==> src/rtl/display_pkg.sv <==
// Shared display-path definitions: link sequencer state width and encodings,
// also used by debug/status readers.
package display_pkg;

    localparam int unsigned STATE_W = 3;

    typedef enum logic [STATE_W-1:0] {
        ST_IDLE        = 3'd0,
        ST_SERDES_RST  = 3'd1,
        ST_SERDES_WAKE = 3'd2,
        ST_BLANK       = 3'd3,
        ST_RUN         = 3'd4
    } state_e;

endpackage

==> src/rtl/sync_2ff.sv <==
// Two-flop synchroniser for quasi-static status bits crossing into the local
// clock domain.
module sync_2ff #(
    parameter int unsigned WIDTH = 1
) (
    input  logic             i_clk,
    input  logic             i_rst_n,
    input  logic [WIDTH-1:0] i_d,
    output logic [WIDTH-1:0] o_q
);

    logic [WIDTH-1:0] meta;

    always_ff @(posedge i_clk or negedge i_rst_n) begin
        if (!i_rst_n) begin
            meta <= '0;
            o_q  <= '0;
        end else begin
            meta <= i_d;
            o_q  <= meta;
        end
    end

endmodule

==> src/rtl/display_link_ctrl.sv <==
// TMDS link bring-up sequencer: waits for stable clock lock, pulses serializer
// reset, blanks for a few frames, then gates video; restarts on lock loss.
module display_link_ctrl
    import display_pkg::*;
#(
    parameter int unsigned LOCK_STABLE_TICKS = 1024,
    parameter int unsigned RST_HOLD_TICKS    = 8,
    parameter int unsigned WAKE_TICKS        = 8,
    parameter int unsigned BLANK_FRAMES      = 2,
    parameter int unsigned CNT_W             = 16
) (
    input  logic               i_clk,
    input  logic               i_rst_n,
    input  logic               i_clk_lock,
    input  logic               i_restart,
    input  logic               i_frame_start,
    output logic               o_rst_serdes,
    output logic               o_video_en,
    output logic               o_link_up,
    output logic [STATE_W-1:0] o_state,
    output logic [CNT_W-1:0]   o_relock_cnt
);

    localparam logic [CNT_W-1:0] LOCK_LAST  = CNT_W'(LOCK_STABLE_TICKS - 1);
    localparam logic [CNT_W-1:0] RST_LAST   = CNT_W'(RST_HOLD_TICKS - 1);
    localparam logic [CNT_W-1:0] WAKE_LAST  = CNT_W'(WAKE_TICKS - 1);
    localparam logic [CNT_W-1:0] FRAME_LAST =
        (BLANK_FRAMES == 0) ? '0 : CNT_W'(BLANK_FRAMES - 1);

    logic             rst_meta_n;
    logic             rst_sync_n;
    logic             lock_s;
    state_e           state_q, state_d;
    logic [CNT_W-1:0] tick_q, tick_d;
    logic [CNT_W-1:0] frame_q, frame_d;
    logic [CNT_W-1:0] relock_q, relock_d;
    logic             active;
    logic             rst_serdes_c;
    logic             video_c;

    // Async assert, synchronised release; holds everything (incl. serdes reset) while releasing.
    always_ff @(posedge i_clk or negedge i_rst_n) begin
        if (!i_rst_n) begin
            rst_meta_n <= 1'b0;
            rst_sync_n <= 1'b0;
        end else begin
            rst_meta_n <= 1'b1;
            rst_sync_n <= rst_meta_n;
        end
    end

    sync_2ff #(.WIDTH(1)) u_lock_sync (
        .i_clk   (i_clk),
        .i_rst_n (rst_sync_n),
        .i_d     (i_clk_lock),
        .o_q     (lock_s)
    );

    // State, counters and next-state-decoded outputs
    always_ff @(posedge i_clk or negedge rst_sync_n) begin
        if (!rst_sync_n) begin
            state_q      <= ST_IDLE;
            tick_q       <= '0;
            frame_q      <= '0;
            relock_q     <= '0;
            o_rst_serdes <= 1'b1;
            o_video_en   <= 1'b0;
            o_link_up    <= 1'b0;
        end else begin
            state_q      <= state_d;
            tick_q       <= tick_d;
            frame_q      <= frame_d;
            relock_q     <= relock_d;
            o_rst_serdes <= rst_serdes_c;
            o_video_en   <= video_c;
            o_link_up    <= video_c;
        end
    end

    // Next-state and counter update; aborts override the per-state progression
    always_comb begin
        state_d  = state_q;
        tick_d   = tick_q;
        frame_d  = frame_q;
        relock_d = relock_q;
        active   = 1'b0;

        unique case (state_q)
            ST_IDLE: begin
                if (i_restart || !lock_s) begin
                    tick_d = '0;
                end else if (tick_q == LOCK_LAST) begin
                    state_d = ST_SERDES_RST;
                    tick_d  = '0;
                end else begin
                    tick_d = tick_q + CNT_W'(1);
                end
            end
            ST_SERDES_RST: begin
                active = 1'b1;
                if (tick_q == RST_LAST) begin
                    state_d = ST_SERDES_WAKE;
                    tick_d  = '0;
                end else begin
                    tick_d = tick_q + CNT_W'(1);
                end
            end
            ST_SERDES_WAKE: begin
                active = 1'b1;
                if (tick_q == WAKE_LAST) begin
                    tick_d  = '0;
                    frame_d = '0;
                    state_d = (BLANK_FRAMES == 0) ? ST_RUN : ST_BLANK;
                end else begin
                    tick_d = tick_q + CNT_W'(1);
                end
            end
            ST_BLANK: begin
                active = 1'b1;
                if (i_frame_start) begin
                    if (frame_q == FRAME_LAST) begin
                        state_d = ST_RUN;
                    end else begin
                        frame_d = frame_q + CNT_W'(1);
                    end
                end
            end
            ST_RUN: begin
                active = 1'b1;
            end
            default: begin
                state_d = ST_IDLE;
                tick_d  = '0;
            end
        endcase

        if (active && (!lock_s || i_restart)) begin
            state_d = ST_IDLE;
            tick_d  = '0;
            if (!lock_s && (relock_q != '1)) begin
                relock_d = relock_q + CNT_W'(1);
            end
        end
    end

    // Output decode from the next state so registered outputs align with o_state
    always_comb begin
        rst_serdes_c = 1'b0;
        video_c      = 1'b0;
        unique case (state_d)
            ST_IDLE, ST_SERDES_RST: rst_serdes_c = 1'b1;
            ST_RUN:                 video_c      = 1'b1;
            default:                rst_serdes_c = 1'b0;
        endcase
    end

    assign o_state      = state_q;
    assign o_relock_cnt = relock_q;

endmodule

==> config.mk <==
export PLATFORM = sky130hd
export DESIGN_NAME = display_link_ctrl
export DESIGN_NICKNAME = d
export VERILOG_FILES = /design/src/rtl/display_pkg.sv /design/src/rtl/sync_2ff.sv /design/src/rtl/display_link_ctrl.sv
export SDC_FILE = /design/constraint.sdc
export NUM_CORES = 1
export LEC_CHECK = 0
export BUFFER_PORTS_ARGS = -buffer_cell sky130_fd_sc_hd__buf_4
export CAP_MARGIN = 20
export CELL_PAD_IN_SITES_DETAIL_PLACEMENT = 2
export CELL_PAD_IN_SITES_GLOBAL_PLACEMENT = 2
export CORE_UTILIZATION = 25
export CTS_CLUSTER_DIAMETER = 80
export DETAILED_ROUTE_END_ITERATION = 16
export GPL_ROUTABILITY_DRIVEN = 0
export PLACE_DENSITY = 0.61
export SLEW_MARGIN = 25
export SYNTH_ARGS = -nofsm -noshare
export SYNTH_HDL_FRONTEND = slang
export SYNTH_SLANG_ARGS = --single-unit
export TNS_END_PERCENT = 50
==> constraint.sdc <==
create_clock -name i_clk -period 2.2 [get_ports i_clk]
set_clock_uncertainty 0.15 [all_clocks]
set_input_delay 0.44 -clock i_clk [delete_from_list [all_inputs] [get_ports i_clk]]
set_output_delay 0.44 -clock i_clk [all_outputs]
set_load 0.02 [all_outputs]
## Yosys cells after proc, flatten, opt, wreduce, memory -nomap -nowiden

Index checks and enable logic that the tools add are counted.

- Register bits: 57
- Input bits: 5
- Word-level logic and storage cells: 60

- Add/subtract/negate cells: 3
- Equal/unequal tests: 14
- Muxes and demuxes: 20
- Reduce and logical (&&, ||, !) cells: 13

Operator list:

| operator | count |
|---|---|
| $mux W16 | 7 |
| $add A16 B1 Y16 const B | 3 |
| $pmux W16 S3 | 1 |
| $pmux W16 S2 | 1 |
| $mux W3 | 7 |
| $eq A16 B1 Y1 const B | 1 |
| $eq A16 B10 Y1 const B | 1 |
| $eq A16 B3 Y1 const B | 1 |
| $ne A16 B16 Y1 const B | 1 |
| $pmux W3 S5 | 1 |
| $eq A3 B1 Y1 const B | 2 |
| $eq A3 B2 Y1 const B | 2 |
| $eq A3 B3 Y1 const B | 2 |
| $logic_not A3 Y1 | 2 |
| $ne A2 B2 Y1 const B | 3 |
| $reduce_or A2 Y1 | 3 |
| $reduce_and A4 Y1 | 1 |
| $reduce_or A4 Y1 | 1 |
| $mux W1 | 3 |
| $logic_and A1 B1 Y1 | 2 |
| $ne A2 B1 Y1 const B | 1 |
| $reduce_and A2 Y1 | 1 |
| $reduce_bool A2 Y1 | 1 |
| $logic_not A1 Y1 | 1 |
| $logic_or A1 B1 Y1 | 1 |

## Depth between registers and ports, before layout

Gate-level depths: netlist of the first run.

- Word-level depth: 8
- Depth in mapped cells: 8

## Modules after synthesis

From an unflattened synthesis of the first run, not the netlist that was laid out.

- Cells, all modules: 290
- Area, all modules: 2971.6 um^2

By module, submodules not included:

| module | times used | cells an instance | area each (um^2) | sequential area each (um^2) |
|---|---|---|---|---|
| display_link_ctrl | 1 | 288 | 2921.6 | 1377.6 |
| sync_2ff | 1 | 2 | 50.0 | 50.0 |

## Worst setup path before layout of the first run

No wires, ideal clock.

- Path kind: flip-flop to flip-flop
- Start: reg frame_q[12]
- End: reg frame_q[13]
- Library setup time: 0.125 ns
- Arrival time: 1.987 ns
- Required time: 1.925 ns
- Slack: -0.061 ns
- Cell stages (with the launch flop): 6
- Buffers on the path: 0
- Cells stage by stage: dfrtp_1 > or4_4 > nor4_4 > nor3_1 > nand4_1 > mux2_2

- Longest elaborated chain between the ends: 4
- Elaborated cells on any way between the ends: 7
- Those cells by class: add/sub (1); eq/ne (2); mux (3); reduce/logical (1)

RTL lines:

| item | RTL line | text |
|---|---|---|
| start, declared | display_link_ctrl.sv:35 | `logic [CNT_W-1:0] frame_q, frame_d;` |
| start signal, assigned | display_link_ctrl.sv:72 | `frame_q <= frame_d;` |
| $add A16 B1 Y16 | display_link_ctrl.sv:124 | `frame_d = frame_q + CNT_W'(1);` |
| $mux W16 | display_link_ctrl.sv:121 | `if (frame_q == FRAME_LAST) begin` |
| $mux W16 | display_link_ctrl.sv:120 | `if (i_frame_start) begin` |
| $pmux W16 S2 | display_link_ctrl.sv:88 | `unique case (state_q)` |

Several ways; a longest one is shown, not always the timed one. The select of a mux whose other input is x is not followed.
A chain may end at the register's enable or synchronous reset.

## Final worst setup path of the first run

- Start: reg frame_q[9]
- End: reg frame_q[1]

- Longest elaborated chain between the ends: 3

RTL lines:

| item | RTL line |
|---|---|
| $eq A16 B1 Y1 | display_link_ctrl.sv:121 |
| $ne A2 B2 Y1 (no line) | - |
| $reduce_and A4 Y1 (no line) | - |

No other way between the ends.

==> qor.csv, run 1 <==
metric,value,unit
worst hold path class,reg -> async,
clk sinks,57,
leakage power,1.82,nW
register area,1430,sq um
Critical Path RT,2.27,ns
Die Footprint,12500,sq um
prevailing post-synth register cell,dfrtp_1,
drt initial violations,113,
TritonCTS buffer count,9,
distinct cell type count after synthesis,51,
leading area contributor after synthesis,dfrtp_1,
CTS root buf,clkbuf_16,
Mapped Area,3010,sq um
Top Ports,27,
R2R setup slack,-0.03,ns
most common cell in the netlist,dfrtp_1,
Port Buf Inserts,26,
Critical Path Max Stage Delay,0.61,ns
reg2reg start,frame_q[9],
layout cells sized above 1,32.8,%
Area Growth Syn to Fin,38.8,%
asr flop ratio synth,100,%
crit-path most repeated cell,or4_4,
Tcrit/Tclk final,102,%
first-pass GRT wire length,15100,microns
vias per inst,4.84,
Multi-input gate area,1590,sq um
# setup viols final,3,
Yosys warning count,0,
status,"finished, violations left",
r2r worst-path depth,5,
final slew viol count,0,
Final Hold Vio Count,9,
"CTS clk-pin slew, worst paths",0.06,ns
P per Cell Area,610,nW/um^2
WL/cell,17.1,microns
Post-synth EDFFs,0,
Setup crit start kind,flop,
Die Span X,112,microns
CTS H-Tree Depth,3,
TNS Setup,-0.0701,ns
Initial Util,26.0,%
#FFs+latches synth,57,
worst setup margin,-0.0336,ns
total global-route track usage,15.7,%
RSZ-0062 raised after global routing,yes,
ANT cells,0,
Syn Inst Count,300,
Total Power,2.54,mW
commonest cells in the synthesized netlist,"dfrtp_1 (56), nor2_1 (35), xnor2_1 (33)",
RR Endpoint,frame_q[1],
worst skew pair latency,0.33,ns
syn_area_per_cell,10.0,sq um
CP max-delay cell,or4_4,
crit path from,frame_q[9],
failing checks,"negative hold slack, negative setup slack",
Placed Area,3710,sq um
CTS tree,built,
drt total wl,9050,microns
Final nets,391,
CP Max Fanout,7,
minimum clock period,2.23,ns
hold slack,-0.00937,ns
DRT antenna net count,0,
top cell type's share of synthesized area,46.6,%
initial antenna violation count,0,
maximum VDD drop,487,uV
number of fill cells,1257,
"Cell Chain, Critical Path",or4_4 -> or4_4 -> a21oi_4 -> o22ai_1 -> a22o_1,
final non-filler cell area,4170,sq um
vias in the first global route,2858,
pre-CTS setup slack,-0.0826,ns
Clock Tree Buf Depth,2,
post-synthesis sequential area ratio,47.5,%
core area,11600,sq um
detailed-route via count,2565,
die height,112,microns
DP HPWL,6460,microns
classification of the worst setup path,reg -> reg,
post-synthesis net count,309,
CP Capture Point,frame_q[1],
critical path capture point type,flop,
largest net degree at the start of global routing,30,
Overflow after GRT,0,
max cap viols,0,
Pre-antenna DRT Iters,4,
Core Rows,39,
FMAX,0.448,GHz
DRC,0,
worst endpoint data arrival time,2.30,ns
top post-synthesis cells by area,"dfrtp_1 (47%), xnor2_1 (9.6%), nor2_1 (4.4%)",
## placed cells by master, fill, tap and decap left out, types with 3 or more instances in the layout
| cell type | synthesis | routed |
|---|---|---|
| and2_1 | 5 | 5 |
| nor4b_1 | 5 | 4 |
| dfrtp_1 | 56 | 54 |
| and3_1 | 10 | 10 |
| buf_6 | 1 | 3 |
| clkbuf_16 | 0 | 9 |
| nand2_1 | 19 | 19 |
| and4_1 | 7 | 7 |
| xor2_1 | 6 | 6 |
| nand3_1 | 16 | 16 |
| xnor2_1 | 33 | 33 |
| or3_1 | 3 | 3 |
| nor4_1 | 7 | 5 |
| nor2_1 | 35 | 34 |
| o21ai_0 | 5 | 4 |
| ha_1 | 4 | 3 |
| nand2b_1 | 6 | 6 |
| nor3_1 | 13 | 11 |
| clkinvlp_4 | 0 | 3 |
| a21oi_1 | 3 | 3 |
| inv_1 | 3 | 3 |
| nand4_1 | 13 | 13 |
| buf_4 | 1 | 76 |
| or4_4 | 4 | 4 |
## registers in the layout (all words and copies together), names as in the netlist
name / count
frame_q: 16
tick_q: 16
o_relock_cnt: 16
o_rst_serdes: 1
o_link_up: 1
u_lock_sync.o_q: 1
rst_sync_n: 1
u_lock_sync.meta: 1
rst_meta_n: 1
o_state: 3
## how the worst min path moves through the flow
stage	endpoint	cells past startpoint	from	slack (ns)
2_1_floorplan	rst_meta_n	0	i_rst_n	-0.006
3_3_place_gp	u_lock_sync.meta	0	rst_sync_n	-0.009
3_5_place_dp	u_lock_sync.meta	0	rst_sync_n	-0.002
4_1_cts	u_lock_sync.meta	0	rst_sync_n	0.002
5_1_grt	u_lock_sync.meta	0	rst_sync_n	0.02
6_report	u_lock_sync.meta	0	rst_sync_n	-0.009
## stage by stage
step	cells	utilization, %
after floorplan	300	-
after global placement	504	32.0
after detailed placement	504	32.0
after CTS	524	35.1
after global routing	530	36.1
final	530	36.1
## cell families (layout without fill, tap and decap cells)
logic type / count (synthesis) / count (layout) / synth area share, %
other cells: 1 / 1 / 0.125
flops: 57 / 57 / 47.5
buf+inv: 15 / 102 / 2.41
simple gates: 158 / 158 / 30.4
fa+ha+maj: 4 / 4 / 1.67
xor+xnor: 39 / 39 / 11.4
compound gates: 23 / 23 / 5.41
mux: 3 / 3 / 1.12
## final cells by class
type	count	share of cell area [%]
Clock inverter	7	1.89
Inverter	3	0.270
Timing Repair Buffer	83	15.8
Clock buffer	9	5.40
Multi-Input combinational cell	228	38.1
Tap cell	143	4.29
Sequential cell	57	34.3
## where the power goes
group          leakage, nW  switching [mW]  internal, mW  total (mW)
Sequential           0.775         0.00643          1.05        1.06
Combinational        0.907          0.0343        0.0238      0.0581
Clock                0.138           0.543         0.883        1.43
Total                 1.82           0.584          1.96        2.54
## routing by layer
layer	part of all wire, %	routed length (microns)	GRT usage (%)	vias to the layer above
met2	51	4640	27.6	27
li1	-	-	-	1233
met1	44	3980	18.6	1291
met5	0	0	0	-
met3	2.7	242	4.46	14
met4	2.0	184	4.59	0
## critical path: cells and delay by family (launching register included)
family | cells | cell delay [ns]
simple gates | 2 | 1.18
flops | 1 | 0.38
compound gates | 3 | 0.41
## what timing repair did
item                       in CTS  in global routing
setup endpoints to repair      15                 30
gates cloned                    0                  2
resized for setup               3                 18
pin swaps                       3                  7
hold endpoints to repair        2                  0
buffers inserted                3                  4
hold buffers                    1                  0
No activity file was read; power rests on OpenSTA's default activity.
==> inputs of run 2 (changes only) <==
==> constraint.sdc (replaced) <==
create_clock -name i_clk -period 2.1 [get_ports i_clk]
set_clock_uncertainty 0.15 [all_clocks]
set_input_delay 0.42 -clock i_clk [delete_from_list [all_inputs] [get_ports i_clk]]
set_output_delay 0.42 -clock i_clk [all_outputs]
set_load 0.02 [all_outputs]
==> qor.csv, run 2 (synthesis gave the netlist of run 1 again) <==
metric,value,unit,change
Tcrit/Tclk final,106,%,+4.9 points
clk sinks,57,,unchanged
initial antenna violation count,0,,unchanged
first-pass GRT wire length,15500,microns,+2.6%
critical path capture point type,flop,,
placed cells,511,,+1.4%
failing checks,"design-rule violations, negative setup slack",,
Final Hold Vio Count,0,,-9
Final Non-Filler Cells,538,,+1.5%
detailed-route via count,2656,,+3.5%
hold_sp,i_clk_lock,,
DP HPWL,6370,microns,-1.4%
largest net degree at the start of global routing,34,,+13%
Overflow after GRT,0,,unchanged
CTS root buf,clkbuf_16,,
drt initial violations,84,,-26%
vias in the first global route,3007,,+5.2%
RSZ-0062 raised after global routing,yes,,
Top Ports,27,,unchanged
FMAX,0.447,GHz,about the same
status,"finished, violations left",,
Pre-antenna DRT Iters,10,,+6
Area Growth Syn to Fin,44.2,%,
maximum VDD drop,431,uV,-11%
Port Buf Inserts,26,,unchanged
reg2reg start,frame_q[15],,
core area,11600,sq um,unchanged
"CTS clk-pin slew, worst paths",0.05,ns,about the same
worst hold path class,in -> reg,,
final slew viol count,0,,unchanged
classification of the worst setup path,reg -> reg,,
CP Max Fanout,7,,unchanged
Final nets,399,,+2.0%
Core Rows,39,,unchanged
die height,112,microns,unchanged
worst skew pair latency,0.34,ns,about the same
worst endpoint data arrival time,2.31,ns,about the same
DRT antenna net count,0,,unchanged
WL/cell,17.4,microns,+2.0%
DRC,2,,+2
layout cells sized above 1,36.5,%,+3.6 points
Initial Util,26.0,%,unchanged
worst setup margin,-0.135,ns,-0.101 ns
# setup viols final,19,,+16
Die Span X,112,microns,unchanged
"most common cell after layout, fill and taps aside",buf_4,,
minimum clock period,2.24,ns,+0.00146 ns
P per Cell Area,654,nW/um^2,+7.2%
TNS Setup,-1.39,ns,-1.32 ns
CTS tree,built,,
drt total wl,9360,microns,+3.5%
crit path from,frame_q[15],,
Die Footprint,12500,sq um,unchanged
Clock Tree Buf Depth,2,,unchanged
Critical Path RT,2.17,ns,-0.10 ns
TritonCTS buffer count,9,,unchanged
leakage power,1.89,nW,+4.0%
most frequent cells in the layout,"buf_4 (83), dfrtp_1 (51), nor2_1 (34)",,
CTS H-Tree Depth,3,,unchanged
Setup crit start kind,flop,,
ANT cells,0,,unchanged
max cap viols,0,,unchanged
total global-route track usage,16.1,%,+0.37 points
vias per inst,4.94,,+2.0%
## run 2: final timing paths
check | depth (start not counted) | slack [ns] | endpoint
setup / recovery | 5 | -0.14 | frame_q[1]
hold / removal | 1 | 0.05 | u_lock_sync.meta
setup reg to reg | 5 | -0.14 | frame_q[1]
hold reg to reg | 1 | 0.11 | tick_q[12]
max in group asynchronous | 1 | 1.27 | o_state[0]
min in group asynchronous | 1 | 0.11 | tick_q[12]
## run 2: layout make-up
cell class | instances | area, sq um
tap | 143 | 179
timing repair buffer | 90 | 718
clock buffer | 14 | 274
clock inverter | 2 | 60.1
inverter | 3 | 11.3
sequential | 57 | 1430
multi-input combinational | 229 | 1660
fill | 1209 | 7230
## run 2: stage by stage
step / setup slack, ns / cell area, sq um / hold WS (ns) / utilization [%] / total power, mW
2_1_floorplan: -0.123 / 3050 / -0.0256 / - / 1.16
3_3_place_gp: -0.116 / 3770 / 0.0525 / 32.6 / 1.18
3_5_place_dp: -0.146 / 3770 / 0.0545 / 32.6 / 1.19
4_1_cts: -0.125 / 4150 / 0.0450 / 35.8 / 2.86
5_1_grt: -0.198 / 4330 / 0.0447 / 37.5 / 2.92
6_report: -0.135 / 4330 / 0.0546 / 37.5 / 2.83
## run 2: per-layer routing
metal | up-vias | share of wire (%) | track usage (%)
met5 | - | 0 | 0
met4 | 0 | 2.1 | 8.74
met3 | 11 | 2.7 | 2.78
met2 | 38 | 48 | 26.5
met1 | 1354 | 47 | 20.2
li1 | 1253 | - | -
## run 2: worst max-delay path, stage by stage, from the launching register on
cell and delay (ns):
dfrtp_1 0.39, or4_4 0.55, or4_4 0.62, a21oi_4 0.16
o22ai_1 0.08, a22o_1 0.18
## run 2: timing repair
action / in CTS / in global routing
buffers inserted: 2 / 6
hold endpoints to repair: 2 / 0
gates cloned: 0 / 2
pin swaps: 6 / 14
hold buffers: 1 / 0
gates resized for setup: 6 / 27
endpoints found under the setup margin: 33 / 43
## run 2: power by group
group	total, mW	internal, mW	switching, mW
Clock	1.66	1.14	0.528
Combinational	0.0611	0.0214	0.0398
Sequential	1.11	1.11	0.00274
Total	2.83	2.26	0.571
==> inputs of run 3 (changes only) <==
--- a/config.mk
+++ b/config.mk
@@ -5,12 +5,12 @@
 export SDC_FILE = /design/constraint.sdc
 export NUM_CORES = 1
 export LEC_CHECK = 0
-export BUFFER_PORTS_ARGS = -buffer_cell sky130_fd_sc_hd__buf_4
+export BUFFER_PORTS_ARGS = -buffer_cell sky130_fd_sc_hd__buf_2
 export CAP_MARGIN = 20
 export CELL_PAD_IN_SITES_DETAIL_PLACEMENT = 2
 export CELL_PAD_IN_SITES_GLOBAL_PLACEMENT = 2
 export CORE_UTILIZATION = 25
-export CTS_CLUSTER_DIAMETER = 80
+export CTS_CLUSTER_DIAMETER = 200
 export DETAILED_ROUTE_END_ITERATION = 16
 export GPL_ROUTABILITY_DRIVEN = 0
 export PLACE_DENSITY = 0.61
==> qor.csv, run 3 (synthesis gave the netlist of run 1 again) <==
metric,value,unit,change
reg2reg start,frame_q[8],,
Critical Path RT,2.16,ns,about the same
Buffers & Inverters on Critical Path,0,,unchanged
detailed-route via count,2609,,-1.8%
worst hold path class,reg -> async,,
most frequent cells in the layout,"buf_4 (56), dfrtp_1 (52), nor2_1 (35)",,
Overflow after GRT,0,,unchanged
# setup viols final,19,,unchanged
Setup crit start kind,flop,,
clk sinks,57,,unchanged
core area,11600,sq um,unchanged
CTS H-Tree Depth,3,,unchanged
Final Hold Vio Count,0,,unchanged
Area Growth Syn to Fin,38.7,%,
Clock Tree Buf Depth,2,,unchanged
drt total wl,8970,microns,-4.3%
critical path capture point type,flop,,
crit-path most repeated cell,or4_4,,
"most common cell after layout, fill and taps aside",buf_4,,
Port Buf Inserts,26,,unchanged
fin util,36.0,%,-1.4 points
minimum clock period,2.24,ns,-0.0000710 ns
CTS root buf,clkbuf_16,,
"CP delay by family, top",simple AND/OR/NAND/NOR gates,,
failing checks,"design-rule violations, negative setup slack",,
final non-filler cell area,4170,sq um,-3.8%
status,"finished, violations left",,
first-pass GRT wire length,15300,microns,-1.6%
P per Cell Area,604,nW/um^2,-7.6%
initial antenna violation count,0,,unchanged
TritonCTS buffer count,9,,unchanged
CP Max Fanout,7,,unchanged
max cap viols,0,,unchanged
worst endpoint data arrival time,2.29,ns,-0.02 ns
layout cells sized above 1,35.3,%,-1.2 points
Pre-antenna DRT Iters,10,,unchanged
Final nets,395,,-1.0%
final slew viol count,0,,unchanged
"CTS clk-pin slew, worst paths",0.06,ns,about the same
vias per inst,4.89,,-1.0%
"Cell Chain, Critical Path",or4_4 -> or4_4 -> a21oi_4 -> o22ai_2 -> a22o_1,,
CTS tree,built,,
number of fill cells,1266,,+4.7%
Die Footprint,12500,sq um,unchanged
Tcrit/Tclk final,106,%,about the same
Top Ports,27,,unchanged
leakage power,1.84,nW,-2.9%
DP HPWL,6590,microns,+3.5%
total global-route track usage,15.7,%,-0.38 points
largest net degree at the start of global routing,22,,-35%
worst setup margin,-0.135,ns,+0.0000710 ns
RSZ-0062 raised after global routing,yes,,
FMAX,0.447,GHz,about the same
drt initial violations,74,,-12%
hold slack,0.0438,ns,-0.0108 ns
CP max-delay cell,or4_4,,
WL/cell,16.8,microns,-3.5%
Critical Path Max Stage Delay,0.60,ns,-0.02 ns
Initial Util,26.0,%,unchanged
ANT cells,0,,unchanged
worst skew pair latency,0.33,ns,about the same
DRT antenna net count,0,,unchanged
classification of the worst setup path,reg -> reg,,
DRC,4,,+2
Placed Area,3720,sq um,-1.3%
Die Span X,112,microns,unchanged
die height,112,microns,unchanged
maximum VDD drop,313,uV,-27%
crit path from,frame_q[8],,
vias in the first global route,2919,,-2.9%
Core Rows,39,,unchanged
-- run 3: area by class of cell --
cell class,count,area (sq um),share of cell area (%)
sequential,57,1430,34.4
tap,143,179,4.29
timing repair buffer,87,614,14.7
inverter,3,11.3,0.270
clock buffer,14,264,6.33
clock inverter,2,12.5,0.300
multi-input combinational,228,1650,39.7
-- run 3: worst paths after layout --
kind	to	slack (ns)	depth (start not counted)
min in group i_clk	u_lock_sync.meta	0.07	1
max	frame_q[1]	-0.14	5
max reg2reg	frame_q[1]	-0.14	5
min	tick_q[14]	0.04	0
min reg2reg	tick_q[14]	0.04	0
max in group asynchronous	frame_q[7]	1.13	1
-- run 3: routing by layer --
metal | track usage (%) | wire [microns] | vias up
met3 | 2.83 | 224 | 10
li1 | - | - | 1242
met2 | 25.5 | 4310 | 34
met5 | 0 | 0 | -
met4 | 7.21 | 113 | 0
met1 | 20.4 | 4320 | 1323
-- run 3: report_power, final --
group / switching [mW] / total (mW) / internal (mW)
Clock: 0.494 / 1.35 / 0.860
Combinational: 0.0317 / 0.0500 / 0.0183
Sequential: 0.00868 / 1.11 / 1.11
-- run 3: worst register-to-register path: cells and delay by family (launching register included) --
family           cells  cell delay (ns)
AO/OA/AOI/OAI        3             0.41
flip-flops           1             0.40
AND/OR/NAND/NOR      2             1.16
-- run 3: timing repair --
action	in CTS	in global routing
setup endpoints to repair	33	36
hold buffers	1	0
gates resized for setup	14	15
buffers inserted	3	1
endpoints found under the hold margin	2	0
pin swaps	9	15
-- run 3: per-stage QoR --
stage	setup slack, ns	instances	TNS (ns)	total power [mW]
after floorplan	-0.123	300	-0.685	1.16
after global placement	-0.114	513	-0.784	1.18
after detailed placement	-0.149	513	-1.64	1.18
after CTS	-0.138	533	-1.49	2.56
after global routing	-0.207	534	-3.28	2.62
final	-0.135	534	-1.60	2.52
